File: config.mk
export PLATFORM = sky130hd
export DESIGN_NAME = game_sequencer
export DESIGN_NICKNAME = d
export VERILOG_FILES = /design/src/rtl/tetris_pkg.sv /design/src/rtl/piece_mask.sv /design/src/rtl/game_sequencer.sv
export SDC_FILE = /design/constraint.sdc
export NUM_CORES = 1
export LEC_CHECK = 0
export ABC_AREA = 1
export ABC_CLOCK_PERIOD_IN_PS = 4500
export CAP_MARGIN = 15
export CORE_MARGIN = 3
export CORE_UTILIZATION = 55
export CTS_CLUSTER_DIAMETER = 50
export DETAILED_ROUTE_END_ITERATION = 7
export MAX_ROUTING_LAYER = met4
export PLACE_DENSITY = 0.9
export SYNTH_ARGS = -nofsm -noshare
export SYNTH_HDL_FRONTEND = slang
export SYNTH_SLANG_ARGS = --single-unit
File: constraint.sdc
create_clock -name clka -period 4.5 [get_ports clka]
set_input_delay 0.45 -clock clka [delete_from_list [all_inputs] [get_ports clka]]
set_output_delay 0.45 -clock clka [all_outputs]
set_load 0.005 [all_outputs]
File: src/rtl/tetris_pkg.sv
// Shared definitions for the falling-block game sequencer: phase encodings,
// board geometry, piece type codes, LFSR seed and small helper functions.
package tetris_pkg;

  // Phase encodings presented to the downstream clear_redraw block
  typedef enum logic [2:0] {
    ST_GEN   = 3'b000,
    ST_MOVE  = 3'b001,
    ST_LAND  = 3'b010,
    ST_CLEAR = 3'b011,
    ST_OVER  = 3'b100
  } state_t;

  // Board geometry: 8 rows of 4 cells, cell (r,c) lives at bit 4r+c
  localparam int BOARD_W = 32;
  localparam int ROW_W   = 4;
  localparam int ROWS    = 8;

  // Piece type codes
  localparam logic [1:0] PIECE_SINGLE = 2'd0;
  localparam logic [1:0] PIECE_HPAIR  = 2'd1;
  localparam logic [1:0] PIECE_VPAIR  = 2'd2;
  localparam logic [1:0] PIECE_SQUARE = 2'd3;

  // Random piece generator seed
  localparam logic [3:0] LFSR_SEED = 4'b1001;

  // One step of the x^4+x^3+1 Fibonacci LFSR
  function automatic logic [3:0] lfsr_next(input logic [3:0] v);
    return {v[2:0], v[3] ^ v[2]};
  endfunction

  // Number of completely filled rows on a board
  function automatic logic [3:0] count_full_rows(input logic [BOARD_W-1:0] b);
    logic [3:0] n;
    n = 4'd0;
    for (int r = 0; r < ROWS; r++) begin
      if (b[r*ROW_W +: ROW_W] == 4'hF) begin
        n = n + 4'd1;
      end else begin
        n = n;
      end
    end
    return n;
  endfunction

endpackage

File: src/rtl/piece_mask.sv
// Combinational footprint of a piece: cell mask on the board for a given
// anchor (bottom-left cell) and a legal flag that is set when every cell is
// inside the board and none overlaps an occupied cell.
module piece_mask
  import tetris_pkg::*;
(
  input  logic [1:0]         piece,
  input  logic [2:0]         row,
  input  logic [1:0]         col,
  input  logic [BOARD_W-1:0] board,
  output logic [BOARD_W-1:0] mask,
  output logic               legal
);

  logic [BOARD_W-1:0] base_s;
  logic               in_bounds_s;

  // Build the footprint; out-of-bounds shapes may wrap but are never legal
  always_comb begin
    base_s      = 32'd1 << {row, col};
    mask        = base_s;
    in_bounds_s = 1'b1;
    case (piece)
      PIECE_SINGLE: begin
        mask        = base_s;
        in_bounds_s = 1'b1;
      end
      PIECE_HPAIR: begin
        mask        = base_s | (base_s << 5'd1);
        in_bounds_s = (col != 2'd3);
      end
      PIECE_VPAIR: begin
        mask        = base_s | (base_s << 5'd4);
        in_bounds_s = (row != 3'd7);
      end
      PIECE_SQUARE: begin
        mask        = base_s | (base_s << 5'd1) | (base_s << 5'd4) | (base_s << 5'd5);
        in_bounds_s = (col != 2'd3) && (row != 3'd7);
      end
      default: begin
        mask        = base_s;
        in_bounds_s = 1'b0;
      end
    endcase
    legal = in_bounds_s && ((mask & board) == 32'd0);
  end

endmodule

File: src/rtl/game_sequencer.sv
// Game sequencer: spawns pseudo-random pieces, applies lateral moves and
// gravity, merges landed pieces into the board and hands the board to the
// external clear_redraw block, capturing its cleared result.
// Optional feature macro: GAME_SEQ_SCORE_EN builds the full-row score counter;
// without it score is tied to zero.
module game_sequencer
  import tetris_pkg::*;
#(
  parameter int CLR_LAT = 1
)
(
  input  logic               clka,
  input  logic               restart,
  input  logic               btn_left,
  input  logic               btn_right,
  input  logic               tick,
  input  logic [BOARD_W-1:0] clr_board,
  input  logic               clr_error,
  output logic [2:0]         state,
  output logic [BOARD_W-1:0] board_out,
  output logic [1:0]         curr_piece,
  output logic [2:0]         pos_row,
  output logic [1:0]         pos_col,
  output logic               game_over,
  output logic               error,
  output logic [7:0]         score
);

  // Final cycle index of the CLEAR phase (CLEAR lasts CLR_LAT+1 cycles)
  localparam logic [7:0] CLR_LAST = 8'(CLR_LAT);

  state_t             state_r;
  logic [BOARD_W-1:0] board_r;
  logic [1:0]         piece_r;
  logic [2:0]         row_r;
  logic [1:0]         col_r;
  logic               over_r;
  logic               error_r;
  logic [3:0]         lfsr_r;
  logic [7:0]         clr_cnt_r;

  logic [1:0]         cur_piece_s;
  logic [2:0]         cur_row_s;
  logic [1:0]         cur_col_s;
  logic [BOARD_W-1:0] cur_mask_s;
  logic               cur_legal_s;
  logic               left_legal_s;
  logic               right_legal_s;
  logic               down_legal_s;
  logic               left_ok_s;
  logic               right_ok_s;
  logic               down_ok_s;
  logic [1:0]         lat_col_s;
  logic [BOARD_W-1:0] left_mask_unused_s;
  logic [BOARD_W-1:0] right_mask_unused_s;
  logic [BOARD_W-1:0] down_mask_unused_s;

  // In GEN the current candidate is the spawn position, otherwise the active piece
  always_comb begin
    if (state_r == ST_GEN) begin
      cur_piece_s = lfsr_r[1:0];
      cur_row_s   = lfsr_r[1] ? 3'd6 : 3'd7;
      cur_col_s   = 2'd1;
    end else begin
      cur_piece_s = piece_r;
      cur_row_s   = row_r;
      cur_col_s   = col_r;
    end
  end

  piece_mask u_cur (
    .piece (cur_piece_s),
    .row   (cur_row_s),
    .col   (cur_col_s),
    .board (board_r),
    .mask  (cur_mask_s),
    .legal (cur_legal_s)
  );

  piece_mask u_left (
    .piece (piece_r),
    .row   (row_r),
    .col   (col_r - 2'd1),
    .board (board_r),
    .mask  (left_mask_unused_s),
    .legal (left_legal_s)
  );

  piece_mask u_right (
    .piece (piece_r),
    .row   (row_r),
    .col   (col_r + 2'd1),
    .board (board_r),
    .mask  (right_mask_unused_s),
    .legal (right_legal_s)
  );

  // The drop candidate sits one row below the post-lateral position
  piece_mask u_down (
    .piece (piece_r),
    .row   (row_r - 3'd1),
    .col   (lat_col_s),
    .board (board_r),
    .mask  (down_mask_unused_s),
    .legal (down_legal_s)
  );

  // Column arithmetic wraps, so edge columns are excluded explicitly
  always_comb begin
    left_ok_s  = left_legal_s && (col_r != 2'd0);
    right_ok_s = right_legal_s && (col_r != 2'd3);
    down_ok_s  = down_legal_s && (row_r != 3'd0);
  end

  // Lateral move: exactly one button pressed and the target is legal
  always_comb begin
    if (btn_left && !btn_right && left_ok_s) begin
      lat_col_s = col_r - 2'd1;
    end else if (btn_right && !btn_left && right_ok_s) begin
      lat_col_s = col_r + 2'd1;
    end else begin
      lat_col_s = col_r;
    end
  end

  // Main phase sequencer with LFSR, board, piece and status registers
  always_ff @(posedge clka or posedge restart) begin
    if (restart) begin
      state_r   <= ST_GEN;
      board_r   <= 32'd0;
      piece_r   <= PIECE_SINGLE;
      row_r     <= 3'd7;
      col_r     <= 2'd1;
      over_r    <= 1'b0;
      error_r   <= 1'b0;
      lfsr_r    <= LFSR_SEED;
      clr_cnt_r <= 8'd0;
    end else begin
      lfsr_r <= lfsr_next(lfsr_r);
      case (state_r)
        ST_GEN: begin
          piece_r <= cur_piece_s;
          row_r   <= cur_row_s;
          col_r   <= cur_col_s;
          if (cur_legal_s) begin
            state_r <= ST_MOVE;
          end else begin
            state_r <= ST_OVER;
            over_r  <= 1'b1;
          end
        end
        ST_MOVE: begin
          col_r <= lat_col_s;
          if (tick) begin
            if (down_ok_s) begin
              row_r <= row_r - 3'd1;
            end else begin
              state_r <= ST_LAND;
            end
          end else begin
            state_r <= ST_MOVE;
          end
        end
        ST_LAND: begin
          board_r   <= board_r | cur_mask_s;
          clr_cnt_r <= 8'd0;
          state_r   <= ST_CLEAR;
        end
        ST_CLEAR: begin
          if (clr_cnt_r == CLR_LAST) begin
            if (clr_error) begin
              error_r <= 1'b1;
            end else begin
              board_r <= clr_board;
            end
            state_r <= ST_GEN;
          end else begin
            clr_cnt_r <= clr_cnt_r + 8'd1;
          end
        end
        ST_OVER: begin
          over_r  <= 1'b1;
          state_r <= ST_OVER;
        end
        default: begin
          state_r <= ST_GEN;
        end
      endcase
    end
  end

`ifdef GAME_SEQ_SCORE_EN
  logic [3:0] full_rows_s;
  logic [8:0] score_sum_s;
  logic [7:0] score_r;

  // Rows completed by the piece being merged this LAND cycle
  always_comb begin
    full_rows_s = count_full_rows(board_r | cur_mask_s);
    score_sum_s = {1'b0, score_r} + {5'd0, full_rows_s};
  end

  // Saturating score, updated as the merged board enters CLEAR
  always_ff @(posedge clka or posedge restart) begin
    if (restart) begin
      score_r <= 8'd0;
    end else if (state_r == ST_LAND) begin
      score_r <= score_sum_s[8] ? 8'hFF : score_sum_s[7:0];
    end else begin
      score_r <= score_r;
    end
  end

  assign score = score_r;
`else
  assign score = 8'd0;
`endif

  assign state      = state_r;
  assign board_out  = board_r;
  assign curr_piece = piece_r;
  assign pos_row    = row_r;
  assign pos_col    = col_r;
  assign game_over  = over_r;
  assign error      = error_r;

endmodule

Word level (Yosys, flattened, before mapping)
Cells that the tools add are included.
Widths: inputs -> output; s select.
{"block": "totals", "reg_bits": 56, "in_bits": 38, "out_inout_bits": 52}
{"block": "op_classes", "addsub": 4, "n_eq_ne": 26, "shift": 4, "mux": 30, "n_bitwise": 22, "n_reduce_logical": 35}
{"cell": "$or 32x32->32", "n": 17}
{"cell": "$pmux 32 s4", "n": 4}
{"cell": "$and 32x32->32", "n": 4}
{"cell": "$logic_not 32->1", "n": 4}
{"cell": "$shl 1x5->32 const A", "n": 4}
{"cell": "$mux 32", "n": 2}
{"cell": "$pmux 32 s2", "n": 1}
{"cell": "$ne 2x2->1 const B", "n": 11}
{"cell": "$mux 3", "n": 7}
{"cell": "$pmux 1 s4", "n": 4}
{"cell": "$pmux 8 s2", "n": 1}
{"cell": "$logic_and 1x1->1", "n": 15}
{"cell": "$pmux 3 s5", "n": 1}
{"cell": "$ne 3x3->1 const B", "n": 4}
{"cell": "$reduce_and 3->1", "n": 3}
{"cell": "$add 8x1->8 const B", "n": 1}
{"cell": "$eq 2x2->1 const B", "n": 4}
{"cell": "$eq 8x1->1 const B", "n": 1}
{"cell": "$mux 2", "n": 4}
{"cell": "$mux 8", "n": 1}
{"cell": "$reduce_bool 2->1", "n": 4}
{"cell": "$eq 3x2->1 const B", "n": 2}
{"cell": "$pmux 3 s2", "n": 1}
{"cell": "$reduce_and 2->1", "n": 3}
{"cell": "other kinds (14)", "n": 18}

Longest topological paths before layout
{"block": "depth", "word_depth": 25, "ltp_mapped": 37, "depth_no_buf": 35}

Hierarchy
A second synthesis with hierarchy kept.
{"block": "hier_totals", "hier_cells": 1881, "hier_area_um2": 10049.6}
{"module": "piece_mask", "n_inst": 4, "cells_per_inst": 351, "area_per_inst_um2": 1654.1, "seq_area_each_um2": 0.0}
{"module": "game_sequencer", "n_inst": 1, "cells_per_inst": 477, "area_per_inst_um2": 3433.3, "seq_area_each_um2": 1408.9}

Worst setup path after synthesis
No wires, ideal clock.
{"block": "synth_timing", "path_kind": "register -> register", "start": "reg row_r[0], in the netlist pos_row[0]", "end": "reg row_r[0], in the netlist pos_row[0]", "t_arrival_ps": 3568, "required_time_ps": 4424, "path_slack_ps": 856, "path_stages_with_launch": 23, "path_buffers": 6, "period_less_slack_ps": 3644, "path_cell_list": "dfstp_2 > inv_1 > buf_2 > buf_2 > clkbuf_1 > ha_1 > ha_1 > clkbuf_1 > clkinv_1 > clkbuf_1 > clkbuf_1 > nand3_1 > nand2_1 > nor2_1 > nand2_1 > nor2_1 > nand3_1 > nor2_2 > nand2_2 > nand2_2 > nand2_2 > nand2_1 > nand2_1"}
{"block": "synth_between", "elab_chain_cells": 23, "elab_cells_between_ends": 51, "cone_classes": "add/sub (1); eq/ne (4); shift (3); mux (12); bitwise (15); reduce/logical (16)"}
{"item": "from (decl)", "line": "game_sequencer.sv:35", "source": "logic [2:0] row_r;"}
{"item": "from (signal assigned)", "line": "game_sequencer.sv:143", "source": "row_r <= cur_row_s;"}
{"item": "from (signal assigned)", "line": "game_sequencer.sv:156", "source": "row_r <= row_r - 3'd1;"}
{"item": "$shl 1x5->32", "line": "piece_mask.sv:20", "source": "base_s = 32'd1 << {row, col};"}
{"item": "$or 32x32->32", "line": "piece_mask.sv:29, piece_mask.sv:37"}
{"item": "$or 32x32->32 (2 in a row)", "line": "piece_mask.sv:37", "source": "mask = base_s | (base_s << 5'd1) | (base_s << 5'd4) | (base_s << 5'd5);"}
{"item": "$pmux 32 s4", "line": "piece_mask.sv:23", "source": "case (piece)"}
{"item": "$and 32x32->32", "line": "piece_mask.sv:45", "source": "legal = in_bounds_s && ((mask & board) == 32'd0);"}
{"item": "$logic_not 32->1", "line": "piece_mask.sv:45"}
{"item": "$logic_and 1x1->1", "line": "piece_mask.sv:45"}
{"item": "$logic_and 1x1->1", "line": "game_sequencer.sv:111", "source": "right_ok_s = right_legal_s && (col_r != 2'd3);"}
{"item": "(+5 left out)"}
{"item": "$or 32x32->32 (2 in a row)", "line": "piece_mask.sv:37"}
{"item": "$pmux 32 s4", "line": "piece_mask.sv:23"}
{"item": "$and 32x32->32", "line": "piece_mask.sv:45"}
{"item": "$logic_not 32->1", "line": "piece_mask.sv:45"}
{"item": "$logic_and 1x1->1", "line": "piece_mask.sv:45"}
{"item": "$logic_and 1x1->1", "line": "game_sequencer.sv:112", "source": "down_ok_s = down_legal_s && (row_r != 3'd0);"}
{"item": "$ne 2x2->1 (no line)"}
{"item": "$reduce_and 3->1 (no line)"}
Several ways; a longest one is shown, not always the timed one. The select of a mux whose other input is x is not followed.
A chain may end at the register's enable or synchronous reset.

Final worst setup path
{"block": "layout_timing", "start": "reg col_r[0], in the netlist pos_col[0]", "end": "reg row_r[2], in the netlist pos_row[2]"}
{"block": "layout_between", "elab_chain_cells": 24, "elab_cells_between_ends": 49, "cone_classes": "add/sub (2); eq/ne (5); shift (3); mux (8); bitwise (15); reduce/logical (16)"}
{"item": "from (decl)", "line": "game_sequencer.sv:36", "source": "logic [1:0] col_r;"}
{"item": "from (signal assigned)", "line": "game_sequencer.sv:144", "source": "col_r <= cur_col_s;"}
{"item": "from (signal assigned)", "line": "game_sequencer.sv:153", "source": "col_r <= lat_col_s;"}
{"item": "$add 2x1->2", "line": "game_sequencer.sv:92, game_sequencer.sv:120"}
{"item": "$shl 1x5->32", "line": "piece_mask.sv:20"}
{"item": "$or 32x32->32", "line": "piece_mask.sv:29, piece_mask.sv:37"}
{"item": "$or 32x32->32 (2 in a row)", "line": "piece_mask.sv:37"}
{"item": "$pmux 32 s4", "line": "piece_mask.sv:23"}
{"item": "$and 32x32->32", "line": "piece_mask.sv:45"}
{"item": "$logic_not 32->1", "line": "piece_mask.sv:45"}
{"item": "$logic_and 1x1->1", "line": "piece_mask.sv:45"}
{"item": "(+6 left out)"}
{"item": "$or 32x32->32 (2 in a row)", "line": "piece_mask.sv:37"}
{"item": "$pmux 32 s4", "line": "piece_mask.sv:23"}
{"item": "$and 32x32->32", "line": "piece_mask.sv:45"}
{"item": "$logic_not 32->1", "line": "piece_mask.sv:45"}
{"item": "$logic_and 1x1->1 (*)", "line": "piece_mask.sv:45"}
{"item": "$logic_and 1x1->1 (*)", "line": "game_sequencer.sv:112"}
{"item": "$ne 2x2->1 (no line) (*)"}
{"item": "$reduce_and 3->1 (no line) (*)"}
Every way passes the cells marked *; elsewhere a longest branch is shown, timed or not.

==> reports/metrics.yaml <==
outcome: "completed"
syn2layout_area_growth_pct: 14.2
cp_common_cell: "nand2_1"
worst_r2r_endpoint: "pos_row[2]$_DFFE_PP1P_"
dp.final_hpwl_um: 25100
synth_cells: 1410
ant_nets: 0
finClkSkew_ns: 0.00823
path_clk_slew_ns: 0.08
cts_inserted_buffers: 5
ys_warn_count: 0
htree_levels: 2
fin_ws_ns: 0.222
drcViolationCount: 0
period_share_pct: 95.1
first_iter_violations: 1563
synth.avg_cell_area_um2: 5.71
pre_cts_ws_ns: 0.117
min_period_ns: 4.28
grt_max_degree: 65
wl_per_cell_um: 20.5
critical_path_required_ns: 4.75
crit_path_max_incr_delay_ns: 0.64
setup_viol: 0
globalRouteOverflowTotal: 0
routed_wl_um: 33600
std_cell_rows: 43
crit_slowest_cell: "dfstp_2"
fin_util_pct: 65.2
worstSkewPairLatency_ns: 0.31
nets: 1510
cp_max_fo: 8
synth.distinct_cells: 61
whs_ns: 0.353
synth_edf_count: 0
ys_dominant_reg_cell: "dfrtp_1"
core_mm2: 0.0141
antennaDiodeCount: 0
p_per_area_mw_per_mm2: 762
vdd_drop_max_v: 0.000335
cts_tree: "yes"
max-cap-violations: 0
cts_root_buffer: "clkbuf_16"
grt_usage_pct: 41.7
clockBufferDepth: 2
viasPerCell: 6.48
antenna_found_initial: 0
first_pass_iters: 8
yosysSeqAreaShare_pct: 17.5
start_kind: "flop"
start_util_pct: 57.1
fillCellCount: 1412
cp.arrival_ns: 4.53
gp_congestion: 1.06
layout-drive-gt1-share_pct: 10.2
port_buffers: 81
dieArea_mm2: 0.0161
async_reset_ff_share_pct: 100
syn-cell-area_mm2: 0.00805
maxSlewViolCount: 0
num_vias: 10600
min_path_type: "input port to async pin"
criticalPathCategory: "flop to flop"
die_x_um: 127
grt_pass1_wl_um: 52000
hold_viol: 0
slew_headroom_pct: 43.7
endpoint_kind: "flop"
p_leak_uw: 0.00457
r2r_start: "pos_col[0]$_DFFE_PP1P_"
clkSinkCount: 56
die-height_um: 127
worst_r2r_path_depth: 33
pin_count: 90
grt_pass1_vias: 9583
worstMarginPinSlew_ns: 0.843
ys_seq_elements: 56
max_freq_mhz: 234
r2r_slack_ns: 0.22
## logic make-up (layout without fill, tap and decap cells)
logic type	after synthesis	in the layout	share of synthesized area, %
AND/OR/NAND/NOR	908	908	51.5
AO/OA/AOI/OAI	233	233	17.6
buffers and inverters	198	242	11.2
flip-flops	56	56	17.5
adder cells (fa/ha/maj)	12	12	1.87
XOR/XNOR	2	2	0.218
other	1	8	0.0466
## synth_stat cells, types with 5 or more instances
master | instances | area (um^2)
nor2_4 | 13 | 146
nor2_2 | 9 | 56.3
nor2_1 | 119 | 447
nand4_1 | 60 | 375
o21ai_0 | 80 | 400
a21oi_1 | 49 | 245
buf_2 | 21 | 105
o211ai_1 | 32 | 240
nand2_2 | 11 | 68.8
nor4_1 | 5 | 31.3
inv_1 | 98 | 368
nand3_1 | 157 | 786
buf_4 | 14 | 105
dfstp_2 | 6 | 158
inv_2 | 10 | 37.5
buf_1 | 9 | 33.8
nand2_1 | 493 | 1850
o22ai_1 | 18 | 113
buf_6 | 9 | 101
ha_1 | 12 | 150
nor3_1 | 7 | 35.0
or2_2 | 8 | 50.1
o21ai_1 | 13 | 65.1
a221oi_1 | 6 | 52.6
nand4_2 | 7 | 87.6
nand3_2 | 6 | 60.1
dfrtp_1 | 50 | 1250
o221ai_1 | 9 | 78.8
clkbuf_1 | 32 | 120
## stage by stage
step	power (uW)	instances	cell area (um^2)	setup TNS, ns
6_report	7000	1641	9190	0
5_1_grt	7440	1641	9190	-0.0251
4_1_cts	6620	1634	9060	0
3_5_place_dp	6170	1626	8910	0
3_3_place_gp	6150	1626	8910	0
2_1_floorplan	4540	1417	8080	0
## state kept, by name, summed over array words and instances, names as in the netlist
signal,cells
board_out,32
clr_cnt_r,8
lfsr_r,4
pos_row,3
state,3
curr_piece,2
pos_col,2
error,1
game_over,1
## final cells by class
class,instances,area [um^2],share of cell area [%]
Clock inverter,3,26.3,0.286
Clock buffer,5,125,1.36
Timing Repair Buffer,122,1130,12.3
Sequential cell,56,1410,15.4
Inverter,112,427,4.64
Multi-Input combinational cell,1163,5840,63.6
Tap cell,180,225,2.45
## metal layers
metal / vias to the layer above / routed length, um / GRT usage [%]
met3: 179 / 4410 / 8.07
met2: 816 / 14500 / 61.3
met4: 0 / 2000 / 20.8
li1: 4850 / - / -
met5: - / 0 / -
met1: 4796 / 12700 / 54.7
## placed cells by master, fill, tap and decap left out, drive strengths merged, types with 2 or more instances in the layout
cell and n:
xor2 2, ha 12, a221oi 6, a2111oi 2
dfstp 6, a22oi 3, a211oi 2, clkinv 2
o221ai 9, nand4 67, a21boi 2, or2 10
o22ai 18, dfrtp 50, nor4 5, buf 41
clkdlybuf4s50 81, a31oi 2, nand3 166, o2111ai 2
nor2 141, a22o 2, o211ai 32, clkbuf 5
inv 110, nand2 508, nor3 9, conb 8
a21oi 49, o21ai 96, clkinvlp 3
## power by group
group	total (uW)	internal (uW)	switching, uW
Clock	423	211	212
Sequential	1140	699	443
Combinational	5440	1690	3750
## worst max-delay path: cells and delay by family, from the launching register on
kind	cells	cell delay [ns]
adder cells (fa/ha/maj)	1	0.32
flip-flops	1	0.64
AND/OR/NAND/NOR	30	3.00
buffers and inverters	2	0.22
## worst max-delay path by stage
| stage | start | end | slack [ns] | cells after the start |
|---|---|---|---|---|
| floorplan | pos_row[0]$_DFFE_PP1P_ | pos_row[0]$_DFFE_PP1P_ | 0.86 | 22 |
| global placement | pos_col[0]$_DFFE_PP1P_ | pos_row[0]$_DFFE_PP1P_ | 0.24 | 29 |
| detailed placement | pos_col[0]$_DFFE_PP1P_ | pos_row[2]$_DFFE_PP1P_ | 0.12 | 33 |
| CTS | pos_col[0]$_DFFE_PP1P_ | pos_row[2]$_DFFE_PP1P_ | 0.10 | 33 |
| global route | pos_col[0]$_DFFE_PP1P_ | pos_row[2]$_DFFE_PP1P_ | -0.01 | 34 |
| finish | pos_col[0]$_DFFE_PP1P_ | pos_row[2]$_DFFE_PP1P_ | 0.22 | 33 |
## timing repair
item,in CTS,in global routing
resized for setup,0,18
setup endpoints to repair,0,5
hold buffers,0,0
setup buffers,0,7
endpoints found under the hold margin,0,0
No activity file was read; power rests on OpenSTA's default activity.
